$ cat config.mk
export PLATFORM = sky130hd
export DESIGN_NAME = store
export DESIGN_NICKNAME = d
export VERILOG_FILES = /design/src/rtl/store.sv
export SDC_FILE = /design/constraint.sdc
export NUM_CORES = 1
export LEC_CHECK = 0
export ABC_AREA = 1
export BUFFER_PORTS_ARGS = -buffer_cell sky130_fd_sc_hd__clkbuf_2
export CAP_MARGIN = 20
export CORE_ASPECT_RATIO = 1.4
export CORE_UTILIZATION = 49
export CTS_CLUSTER_SIZE = 10
export DETAILED_ROUTE_END_ITERATION = 16
export PLACE_DENSITY = 0.82
export SLEW_MARGIN = 20
export SYNTH_ARGS = -nofsm -noshare
export SYNTH_HDL_FRONTEND = slang
export SYNTH_SLANG_ARGS = --single-unit
$ cat constraint.sdc
create_clock -name clock -period 2.5 [get_ports clock]
set_input_delay 0.625 -clock clock [delete_from_list [all_inputs] [get_ports clock]]
set_output_delay 0.625 -clock clock [all_outputs]
set_load 0.05 [all_outputs]
$ cat src/rtl/store.sv
// RV32I store unit: computes the effective address, lane-aligns SB/SH/SW data and drives a req/ack write port.
// Latency: 2 cycles enable->done for an ack in cycle 1, 1 cycle for rejected stores; RMW build adds a read phase.
// Backpressure: the request holds until memory_write_ack; busy blocks new enables. STORE_RMW_EN selects read-merge-write.
module store (
    input  logic        clock,
    input  logic        reset,
    input  logic        enable,
    input  logic [2:0]  funct3,
    input  logic [31:0] operand1,
    input  logic [31:0] operand2,
    input  logic [31:0] immediate12,
    output logic        busy,
    output logic        done,
    output logic        error,
    output logic [31:0] memory_write_address,
    output logic [31:0] memory_write_value,
    output logic [3:0]  memory_write_strobe,
    output logic        memory_write_request,
    input  logic        memory_write_ack,
    output logic [31:0] memory_read_address,
    output logic        memory_read_request,
    input  logic [31:0] memory_read_value,
    input  logic        memory_read_valid
);

    localparam logic [2:0] SB = 3'h0;
    localparam logic [2:0] SH = 3'h1;
    localparam logic [2:0] SW = 3'h2;

    localparam logic [1:0] IDLE  = 2'd0;
`ifdef STORE_RMW_EN
    localparam logic [1:0] READ  = 2'd1;
`endif
    localparam logic [1:0] WRITE = 2'd2;
    localparam logic [1:0] RESP  = 2'd3;

    logic [1:0]  state;
    logic [31:0] addr_q;
    logic [31:0] data_q;
    logic [3:0]  stb_q;
    logic        err_q;

    logic [31:0] ea;
    logic [31:0] lane_dat;
    logic [3:0]  lane_stb;
    logic        reject;
    logic [1:0]  accept_state;

    assign ea = operand1 + immediate12;

    always_comb begin
        lane_dat = 32'h0;
        lane_stb = 4'h0;
        reject   = 1'b0;
        case (funct3)
            SB: begin
                lane_dat = {4{operand2[7:0]}};
                lane_stb = 4'b0001 << ea[1:0];
            end
            SH: begin
                lane_dat = {2{operand2[15:0]}};
                lane_stb = 4'b0011 << {ea[1], 1'b0};
                reject   = ea[0];
            end
            SW: begin
                lane_dat = operand2;
                lane_stb = 4'hF;
                reject   = (ea[1:0] != 2'b00);
            end
            default: reject = 1'b1;
        endcase
    end

`ifdef STORE_RMW_EN
    logic [31:0] merged;

    // Lanes outside the store keep the word just read back from memory.
    always_comb begin
        merged = 32'h0;
        for (int i = 0; i < 4; i++)
            merged[8*i +: 8] = stb_q[i] ? data_q[8*i +: 8] : memory_read_value[8*i +: 8];
    end

    assign accept_state         = reject ? RESP : ((funct3 == SW) ? WRITE : READ);
    assign memory_write_strobe  = 4'hF;
    assign memory_read_request  = (state == READ);
    assign memory_read_address  = addr_q;
`else
    logic unused_read_port;

    assign unused_read_port     = ^{memory_read_value, memory_read_valid};
    assign accept_state         = reject ? RESP : WRITE;
    assign memory_write_strobe  = stb_q;
    assign memory_read_request  = 1'b0;
    assign memory_read_address  = 32'h0;
`endif

    always_ff @(posedge clock) begin
        if (reset) begin
            state  <= IDLE;
            addr_q <= 32'h0;
            data_q <= 32'h0;
            stb_q  <= 4'h0;
            err_q  <= 1'b0;
        end else begin
            case (state)
                IDLE: if (enable) begin
                    addr_q <= {ea[31:2], 2'b00};
                    data_q <= lane_dat;
                    stb_q  <= lane_stb;
                    err_q  <= reject;
                    state  <= accept_state;
                end
`ifdef STORE_RMW_EN
                READ: if (memory_read_valid) begin
                    data_q <= merged;
                    state  <= WRITE;
                end
`endif
                WRITE: if (memory_write_ack) state <= RESP;
                RESP: begin
                    err_q <= 1'b0;
                    state <= IDLE;
                end
                default: state <= IDLE;
            endcase
        end
    end

    assign busy                 = (state != IDLE);
    assign done                 = (state == RESP);
    assign error                = done & err_q;
    assign memory_write_request = (state == WRITE);
    assign memory_write_address = addr_q;
    assign memory_write_value   = data_q;

endmodule

Word-level counts from Yosys, hierarchy flattened
Cells that the tools add are included.
{ "word_totals": {"regBits": 69, "input_bits": 136} }
{ "classes": {"eq_ne": 6, "addsub": 1, "n_shift": 2, "mux": 9, "n_bitwise": 1, "n_reduce_logical": 8} }
{ "op_table": {"columns": ["op", "n"], "rows": [
  ["$pmux W32 S3", 1],
  ["$add A32 B32 Y32", 1],
  ["$pmux W4 S3", 1],
  ["$reduce_and A2 Y1", 3],
  ["$reduce_bool A2 Y1", 3],
  ["$eq A2 B2 Y1 const B", 2],
  ["$mux W2", 2],
  ["$pmux W2 S2", 1],
  ["$shl A1 B2 Y4 const A", 1],
  ["$shl A2 B2 Y4 const A", 1],
  ["$eq A3 B1 Y1 const B", 1],
  ["$eq A3 B2 Y1 const B", 1],
  ["$logic_not A3 Y1", 1],
  ["$pmux W1 S3", 1],
  ["$logic_not A2 Y1", 1],
  ["$mux W1", 2],
  ["$ne A2 B1 Y1 const B", 1],
  ["$ne A2 B2 Y1 const B", 1],
  ["$pmux W1 S2", 1],
  ["$and A1 B1 Y1", 1]
]} }

Longest topological paths before layout
Gate-level depths: netlist (run 1).
{ "depth": {"word_depth": 6, "mapped_depth": 14, "mapped_depth_nobuf": 14} }

Worst setup path before layout (run 1)
Ideal clock, no wire load.
{ "synth_timing": {"path_type": "input-to-reg", "start": "in operand1[0]", "end": "reg addr_q[16], in the netlist memory_write_address[16]", "t_required_ns": 2.391, "slack_ns": 0.432, "path_stages": 13, "arrival_ns": 1.959, "n_path_buf": 0, "path_cell_list": "ha_1 inv_1 fa_1 inv_1 nand3_1 nand3_1 nand2_1 a21oi_1 nor2_1 nand2_1 nand3_1 nand2_1 inv_1"} }
{ "synth_via": {"elab_chain_cells": 1} }
{ "synth_lines": {"columns": ["element", "line_no", "source"], "rows": [
  ["start: declaration", "9", "input logic [31:0] operand1,"],
  ["$add A32 B32 Y32", "49", "assign ea = operand1 + immediate12;"],
  ["end signal: assignment", "108", "addr_q <= {ea[31:2], 2'b00};"],
  ["end: declaration", "38", "logic [31:0] addr_q;"]
]} }
No other way between the ends.
A chain may end at the register's enable or synchronous reset.

Final worst setup path (run 1)
{ "layout_timing": {"start": "in operand1[0]", "end": "reg addr_q[28], in the netlist memory_write_address[28]"} }
The elaborated chain is that of the path after synthesis.

==> impl_metrics.tcl, run 1 <==
set metrics [dict create \
    numCtsBuffers 9 \
    vias_per_cell 4.83 \
    worstReg2RegEnd "memory_write_address[21]" \
    grt_pass1_vias 5340 \
    cts_tree "yes" \
    crit_arrival_ps 2290 \
    layout_commonest_cell "nand2_1" \
    max_cap_viol_count 0 \
    cp_max_fo 4 \
    reg2reg_setup_slack_ps 1000 \
    power_mw 4.16 \
    p_per_area_mw_per_mm2 611 \
    hold_violations 0 \
    min_period_over_period_pct 83.1 \
    cts_hold_buf 0 \
    tightest_slew_ps 535 \
    crit_type "primary input to register" \
    n_antenna_cell 0 \
    drtIter0Drc 346 \
    dieHeight_microns 129 \
    p_leak_nw 4.02 \
    holdPathStages 2 \
    yosys_warnings 0 \
    gp_congestion 0.920 \
    max_freq_mhz 481 \
    critPathMostFrequentCell "nand3_1" \
    syn_area_sq_mm 0.00563 \
    drv_slew 0 \
    clock_latency_ps 320 \
    status "completed" \
    routedWlPerCell_microns 11.8 \
    worstPathRequired_ps 2710 \
    cp-end-kind "register" \
    final-setup-viol-count 0 \
    yosys.area.top_type "dfxtp_1" \
    drive_gt1_share_pct 20.6 \
    synthTopCellsByArea "dfxtp_1 (25%), nand2_1 (20%), inv_1 (11%)" \
    postCtsSetupBuffers 0 \
    syn2layout_area_growth_pct 20.7 \
    rows 46 \
    path_buf_inv 3 \
    ctsResizeCount 0 \
    port_buffers 172 \
    syn_avg_cell_area_sq_um 5.96 \
    hold_class "register to register" \
    grt_overflow 0 \
    die-area_sq_mm 0.0119 \
    r2r-start "state[1]" \
    fillCellCount 1117 \
    cts_max_path_buffers 2 \
    ir_worst_vdd_uv 295 \
    path_cells "clkbuf_2 -> ha_1 -> inv_1 -> fa_1 -> inv_1 -> nand3_1 -> nand3_1 -> nand3_1 -> nand3_2 -> nand2_2 -> nand3_1 -> nand2_1 -> nor2_1 -> nor2_1" \
    clk_pin_slew_worst_paths_ps 50 \
    yosysUniqueCellTypes 41 \
    critPathLaunchType "primary input" \
    dieWidth_microns 92.6 \
    yosys.area.top_type_share_pct 24.5 \
    setup_tns_ps 0 \
    cts-htree-levels 3 \
    grt_pass1_wl_microns 23800 \
    final_cell_mix "nand2_1 (306), clkbuf_2 (172), inv_1 (160)" \
    first_pass_iters 5 \
    ant_nets 0 \
    drc 0 \
    reg2regPathDepth 7 \
    grt_max_degree 50 \
    drt_wl_total_microns 14900 \
    period_needed_ps 2080 \
    grt_util_all_layers_pct 25.0 \
    ys_seq_area_share_pct 24.5 \
    start_util_pct 49.9 \
    antenna_found_initial 0 \
    cp_slowest_cell "fa_1" \
    coreArea_sq_mm 0.0113 \
    worstHoldStart "memory_write_value[29]" \
    critical_path.top_delay_family "simple AND/OR/NAND/NOR gates" \
    skew_ps 4.63 \
    io_pins 241 \
    critical-path-max-stage-delay_ps 390 \
    rsz0062_at_grt "false" \
    nets 1279 \
    hpwl_microns 12000 \
    whs_endpoint "memory_write_value[29]" \
    clock-root-buffer "clkbuf_16" \
    route.vias.total 6082 \
    cts_sinks 69 \
    ys_seq_elements 69 \
    postSynthCellCount 946 \
    maxSlewHeadroom_pct 64.3 \
]
==> worst max path at each step <==
stage                startpoint                  endpoint  slack, ps  cells past startpoint
finish              operand1[0]  memory_write_address[28]        420                     14
global route        operand1[0]  memory_write_address[20]        240                     14
CTS                 operand1[0]  memory_write_address[28]        420                     14
detailed placement  operand1[0]  memory_write_address[28]         90                     14
global placement    operand1[0]  memory_write_address[20]        120                     14
floorplan           operand1[0]  memory_write_address[16]        430                     13
==> per-layer routing <==
| metal | vias to the layer above | global-route usage [%] | share of wire (%) |
|---|---|---|---|
| met5 | - | 0 | 0 |
| met4 | 0 | 11.6 | 2.9 |
| met3 | 33 | 3.25 | 5.5 |
| met2 | 240 | 47.3 | 52 |
| met1 | 2631 | 27.3 | 39 |
| li1 | 3178 | - | - |
==> worst min-delay path, delay by kind of cell, from the launching register on <==
kind	cells	cell delay [ps]
AND/OR/NAND/NOR	1	60
AO/OA/AOI/OAI	1	50
flip-flops	1	300
==> flip-flops by register name, summed over array words and instances (netlist names) <==
register,cells
memory_write_value,32
state,2
memory_write_address,30
err_q,1
memory_write_strobe,4
==> cells by family after synthesis <==
logic type / synth area share, %
xor gates and xnor gates: 2.18
and+or+nand+nor: 36.6
other: 0.0666
AOI/OAI and AO/OA: 11.0
adders and majority gates: 7.24
DFF: 24.5
buffers and inverters: 18.4
==> cells in the mapped netlist, drive strengths merged <==
library cell	count
o211ai	11
dfxtp	69
and2	1
o221ai	2
o21ai	24
xnor2	2
nand3	56
buf	50
o21bai	4
inv	165
a211oi	1
a21oi	58
clkbuf	7
xor2	12
conb	1
nand3b	1
ha	31
o22ai	1
fa	1
nand2	322
dlygate4sd1	2
a21o	1
nor2	109
nand4	3
a31oi	7
nor3	5
==> where the power goes <==
part | internal (mW) | leakage, nW | switching, mW
Combinational | 0.404 | 3.29 | 1.07
Clock | 0.998 | 0.165 | 0.451
Sequential | 1.19 | 0.565 | 0.0489
Total | 2.59 | 4.02 | 1.57
==> stage by stage <==
step | worst slack [ps] | cells | hold WS [ps] | instance area (sq um) | util [%]
global placement | 124 | 1244 | 452 | 6450 | 57.2
floorplan | 432 | 980 | 531 | 5760 | -
detailed placement | 94.2 | 1244 | 454 | 6450 | 57.2
CTS | 420 | 1260 | 463 | 6800 | 60.3
global route | 243 | 1260 | 478 | 6800 | 60.3
finish | 422 | 1260 | 461 | 6800 | 60.3
==> cell type report <==
| cell class | count | area [sq um] | area share (%) |
|---|---|---|---|
| Clock buffer | 10 | 239 | 3.51 |
| Clock inverter | 6 | 110 | 1.62 |
| Timing Repair Buffer | 179 | 926 | 13.6 |
| Tap cell | 144 | 180 | 2.65 |
| Sequential cell | 69 | 1380 | 20.3 |
| Inverter | 165 | 624 | 9.18 |
| Multi-Input combinational cell | 687 | 3340 | 49.1 |
(Power assumes the default switching activity.)
==> run 2: changes to the inputs <==
==> constraint.sdc (replaced) <==
create_clock -name clock -period 2.04 [get_ports clock]
set_input_delay 0.51 -clock clock [delete_from_list [all_inputs] [get_ports clock]]
set_output_delay 0.51 -clock clock [all_outputs]
set_load 0.05 [all_outputs]
==> run 2 against run 1 <==
  * Count of clock-buffer cells in the layout decreased by 1
  * Sequential share of layout area decreased by 0.70 points
  * Largest power group unchanged
  * Global-route usage increased by 0.44 points
  * Clock power increased by 21%
==> impl_metrics.tcl, run 2 (synthesized netlist as in run 1, its figures left out) <==
set metrics [dict create \
    n_antenna_cell 0 \
    critical_path.top_delay_family "simple AND/OR/NAND/NOR gates" \
    hpwl_microns 12100 \
    final_cell_mix "nand2_1 (306), clkbuf_2 (172), inv_1 (160)" \
    cts_sinks 69 \
    cp_slowest_cell "fa_1" \
    worstPathRequired_ps 2270 \
    grt_util_all_layers_pct 25.4 \
    port_buffers 172 \
    skew_ps 4.50 \
    coreArea_sq_mm 0.0113 \
    period_needed_ps 1870 \
    rsz0062_at_grt "false" \
    place_ws_ps -149 \
    io_pins 241 \
    route.vias.total 6193 \
    grt_max_degree 84 \
    largest_reg_flops 32 \
    fin_util_pct 62.4 \
    final-setup-viol-count 0 \
    clock_latency_ps 330 \
    max_freq_mhz 534 \
    clk_pin_slew_worst_paths_ps 60 \
    critPathLaunchType "primary input" \
    drt_wl_total_microns 15100 \
    critical-path-max-stage-delay_ps 380 \
    antenna_found_initial 0 \
    syn2layout_area_growth_pct 25.0 \
    drc 0 \
    path_cells "clkbuf_2 -> ha_1 -> inv_1 -> fa_1 -> inv_1 -> nand3_1 -> nand3_2 -> nand2_1 -> nand2_1 -> nand2_1 -> nand4_1 -> nand3_1 -> nand2_1 -> inv_1" \
    drive_gt1_share_pct 22.8 \
    grt_pass1_vias 5493 \
    p_leak_nw 4.17 \
    critPathMostFrequentCell "nand2_1" \
    cts-htree-levels 3 \
    dieHeight_microns 129 \
    first_pass_iters 7 \
    path_buf_inv 4 \
    setup_ws_ps 169 \
    vias_per_cell 4.80 \
    cts_max_path_buffers 2 \
    layout_commonest_cell "nand2_1" \
    min_period_over_period_pct 91.7 \
    hold_class "primary input to register" \
    nets 1308 \
    multi_input_area_sq_mm 0.00335 \
    clock-root-buffer "clkbuf_16" \
    crit_type "primary input to register" \
    routedWlPerCell_microns 11.7 \
    crit_arrival_ps 2100 \
    start_util_pct 49.9 \
    die-area_sq_mm 0.0119 \
    hold_violations 0 \
    cp_max_fo 3 \
    cp-end-kind "register" \
    p_per_area_mw_per_mm2 735 \
    ant_nets 0 \
    grt_overflow 0 \
    grt_pass1_wl_microns 24200 \
    max_cap_viol_count 0 \
    seqCellArea_sq_mm 0.00138 \
    fillCellCount 1080 \
    status "completed" \
    drtIter0Drc 273 \
    ir_worst_vdd_uv 418 \
    cts_hold_buf 0 \
    setup_tns_ps 0 \
    dieWidth_microns 92.6 \
    gp_congestion 0.930 \
    drv_slew 0 \
    rows 46 \
    cts_tree "yes" \
    numCtsBuffers 9 \
]
==> run 2: per-stage QoR <==
step / cells / instance area (sq um) / power (mW) / hold WS, ps
finish: 1289 / 7040 / 5.17 / 439
global route: 1289 / 7040 / 5.44 / 462
CTS: 1289 / 7040 / 5.19 / 431
detailed placement: 1273 / 6700 / 3.43 / 455
global placement: 1273 / 6700 / 3.41 / 452
floorplan: 980 / 5760 / 2.96 / 531
==> run 2: repair_timing <==
action | in CTS | in global routing
setup buffers | 0 | 0
resized for setup | 0 | 2
setup endpoints to repair | 0 | 4
==> run 2: worst paths after layout <==
kind | depth (start not counted) | slack (ps) | endpoint | startpoint
max | 14 | 170 | memory_write_address[24] | operand1[0]
max reg2reg | 8 | 580 | state[0] | state[1]
min reg2reg | 2 | 460 | memory_write_value[24] | memory_write_value[24]
min | 3 | 440 | memory_write_value[18] | operand2[18]
==> run 2: cell type report <==
| class | instances | share of cell area [%] |
|---|---|---|
| repair buffers | 208 | 16.6 |
| flip-flops and latches | 69 | 19.6 |
| multi-input cells | 687 | 47.6 |
| inverters | 165 | 8.86 |
| clock buffers | 9 | 3.20 |
| clock inverters | 7 | 1.62 |
| well taps | 144 | 2.56 |
==> run 2: tightest hold or removal path: stages <==
cell and delay [ps]:
clkbuf_2 80, nand3_1 70, a31oi_1 60
==> run 2: routing by layer <==
| metal | wire length, microns | GRT usage, % | share of wire (%) |
|---|---|---|---|
| met3 | 731 | 2.78 | 4.8 |
| met4 | 466 | 13.1 | 3.1 |
| met2 | 7940 | 49.7 | 53 |
| met5 | 0 | 0 | 0 |
| met1 | 5960 | 26.3 | 39 |
==> run 2: where the power goes <==
| group | internal, mW | switching [mW] | total (mW) |
|---|---|---|---|
| combinational | 0.569 | 1.33 | 1.90 |
| clock | 1.19 | 0.574 | 1.76 |
| sequential | 1.46 | 0.0591 | 1.51 |
| total | 3.21 | 1.96 | 5.17 |
==> run 3: changes to the inputs <==
==> constraint.sdc (replaced) <==
create_clock -name clock -period 2.1 [get_ports clock]
set_input_delay 0.525 -clock clock [delete_from_list [all_inputs] [get_ports clock]]
set_output_delay 0.525 -clock clock [all_outputs]
set_load 0.05 [all_outputs]
==> run 3 against run 2 <==
  * Non-clock buffer count down 16
  * Clock power about the same
  * Global-route usage up 0.25 points
  * Critical endpoint unchanged
==> impl_metrics.tcl, run 3 (synthesized netlist as in run 1, its figures left out) <==
set metrics [dict create \
    postLayoutCellArea_sq_mm 0.00693 \
    grt_pass1_vias 5488 \
    drtIter0Drc 276 \
    largest_reg_flops 32 \
    tightest_slew_ps 513 \
    p_per_area_mw_per_mm2 726 \
    nets 1292 \
    gp_congestion 0.942 \
    maxSlewHeadroom_pct 65.8 \
    clk_pin_slew_worst_paths_ps 50 \
    crit_arrival_ps 2160 \
    critPathMostFrequentCell "nand2_1" \
    clock-root-buffer "clkbuf_16" \
    max_freq_mhz 517 \
    route.vias.total 6125 \
    n_antenna_cell 0 \
    hold_violations 0 \
    cp_slowest_cell "fa_1" \
    critical_path.top_delay_family "simple AND/OR/NAND/NOR gates" \
    syn2layout_area_growth_pct 23.0 \
    ir_worst_vdd_uv 389 \
    drv_slew 0 \
    hpwl_microns 12200 \
    ant_nets 0 \
    place_ws_ps -124 \
    setup_ws_ps 166 \
    drive_gt1_share_pct 21.6 \
    period_needed_ps 1930 \
    cts_tree "yes" \
    port_buffers 172 \
    cts-htree-levels 3 \
    rows 46 \
    vias_per_cell 4.81 \
    rsz0062_at_grt "false" \
    routedWlPerCell_microns 11.9 \
    status "completed" \
    dieHeight_microns 129 \
    coreArea_sq_mm 0.0113 \
    die-area_sq_mm 0.0119 \
    cp-end-kind "register" \
    r2r-start "state[1]" \
    fin_cells 1273 \
    postCtsSetupBuffers 0 \
    critPathLaunchType "primary input" \
    whs_endpoint "memory_write_strobe[1]" \
    min_period_over_period_pct 92.1 \
    reg2regPathDepth 6 \
    worstReg2RegEnd "memory_write_value[7]" \
    final-setup-viol-count 0 \
    dieWidth_microns 92.6 \
    worstPathRequired_ps 2320 \
    ctsResizeCount 0 \
    holdPathStages 2 \
    drt_wl_total_microns 15200 \
    reg2reg_setup_slack_ps 540 \
    cts_sinks 69 \
    cts_max_path_buffers 2 \
    start_util_pct 49.9 \
    path_cells "clkbuf_2 -> ha_1 -> inv_1 -> fa_1 -> inv_1 -> nand3_1 -> nand3_1 -> nand2_1 -> nand2_1 -> nand2_1 -> nand4_1 -> nand3_1 -> nand2_1 -> inv_1" \
    max_cap_viol_count 0 \
    grt_overflow 0 \
    path_buf_inv 4 \
    numCtsBuffers 9 \
    placed_area_sq_mm 0.00658 \
    cp_max_fo 3 \
    layout_commonest_cell "nand2_1" \
    power_mw 5.03 \
    grt_util_all_layers_pct 25.7 \
    first_pass_iters 5 \
    grt_pass1_wl_microns 24600 \
    hold_class "register to register" \
    clock_latency_ps 330 \
    crit_type "primary input to register" \
    skew_ps 5.65 \
    io_pins 241 \
    p_leak_nw 4.09 \
    cts_hold_buf 0 \
    final_cell_mix "nand2_1 (306), clkbuf_2 (172), inv_1 (160)" \
    antenna_found_initial 0 \
    critical-path-max-stage-delay_ps 380 \
    drc 0 \
    worstHoldStart "memory_write_strobe[1]" \
    dp_cells 1257 \
    cp.depth 14 \
    grt_max_degree 47 \
]
[run 3: cell count changes in the layout (fill, tap and decap cells not counted)]
cell        delta
clkinv_4       -1
clkinvlp_4     +2
buf_4         -16
clkbuf_8       +1
nand3_1        +1
nand3_2        -1
clkinv_2       -2
[run 3: power breakdown]
| part | switching [mW] | leakage, nW | total (mW) | internal, mW |
|---|---|---|---|---|
| registers | 0.0574 | 0.565 | 1.47 | 1.41 |
| logic | 1.29 | 3.36 | 1.81 | 0.522 |
| clock network | 0.558 | 0.165 | 1.75 | 1.19 |
| total | 1.91 | 4.09 | 5.03 | 3.12 |
[run 3: worst register-to-register path: stages, from the launching register on]
cell     delay (ps)
dfxtp_1         330
nor2_1          140
nand2_1         140
a21oi_1         440
buf_4           250
nand2_1          60
a21oi_1         130
[run 3: per-stage QoR]
stage	hold slack (ps)	setup TNS, ps	util (%)
after global placement	452	-330	58.3
final	462	0	61.4
after global routing	468	0	61.4
after detailed placement	456	-704	58.3
after floorplan	531	0	-
after CTS	452	0	61.4
[run 3: routing by layer]
layer,global-route usage (%),up-vias,share of wire [%]
met5,0,-,0
met4,11.9,0,3.1
met3,4.61,29,6.0
met2,47.9,237,52
met1,27.8,2663,39
li1,-,3196,-
[run 3: cell type report]
| type | count | area (sq um) |
|---|---|---|
| fillers | 1087 | 4350 |
| multi-input cells | 687 | 3350 |
| flip-flops and latches | 69 | 1380 |
| repair buffers | 192 | 1050 |
| inverters | 165 | 624 |
| clock buffers | 10 | 239 |
| well taps | 144 | 180 |
| clock inverters | 6 | 110 |
[run 3: worst max path at each step]
stage | slack, ps | to | startpoint
6_report | 170 | memory_write_address[24] | operand1[0]
4_1_cts | 210 | memory_write_address[24] | operand1[0]
3_3_place_gp | -80 | memory_write_address[28] | operand1[0]
5_1_grt | 30 | memory_write_address[24] | operand1[0]
2_1_floorplan | 130 | memory_write_address[16] | operand1[0]
3_5_place_dp | -120 | memory_write_address[24] | operand1[0]
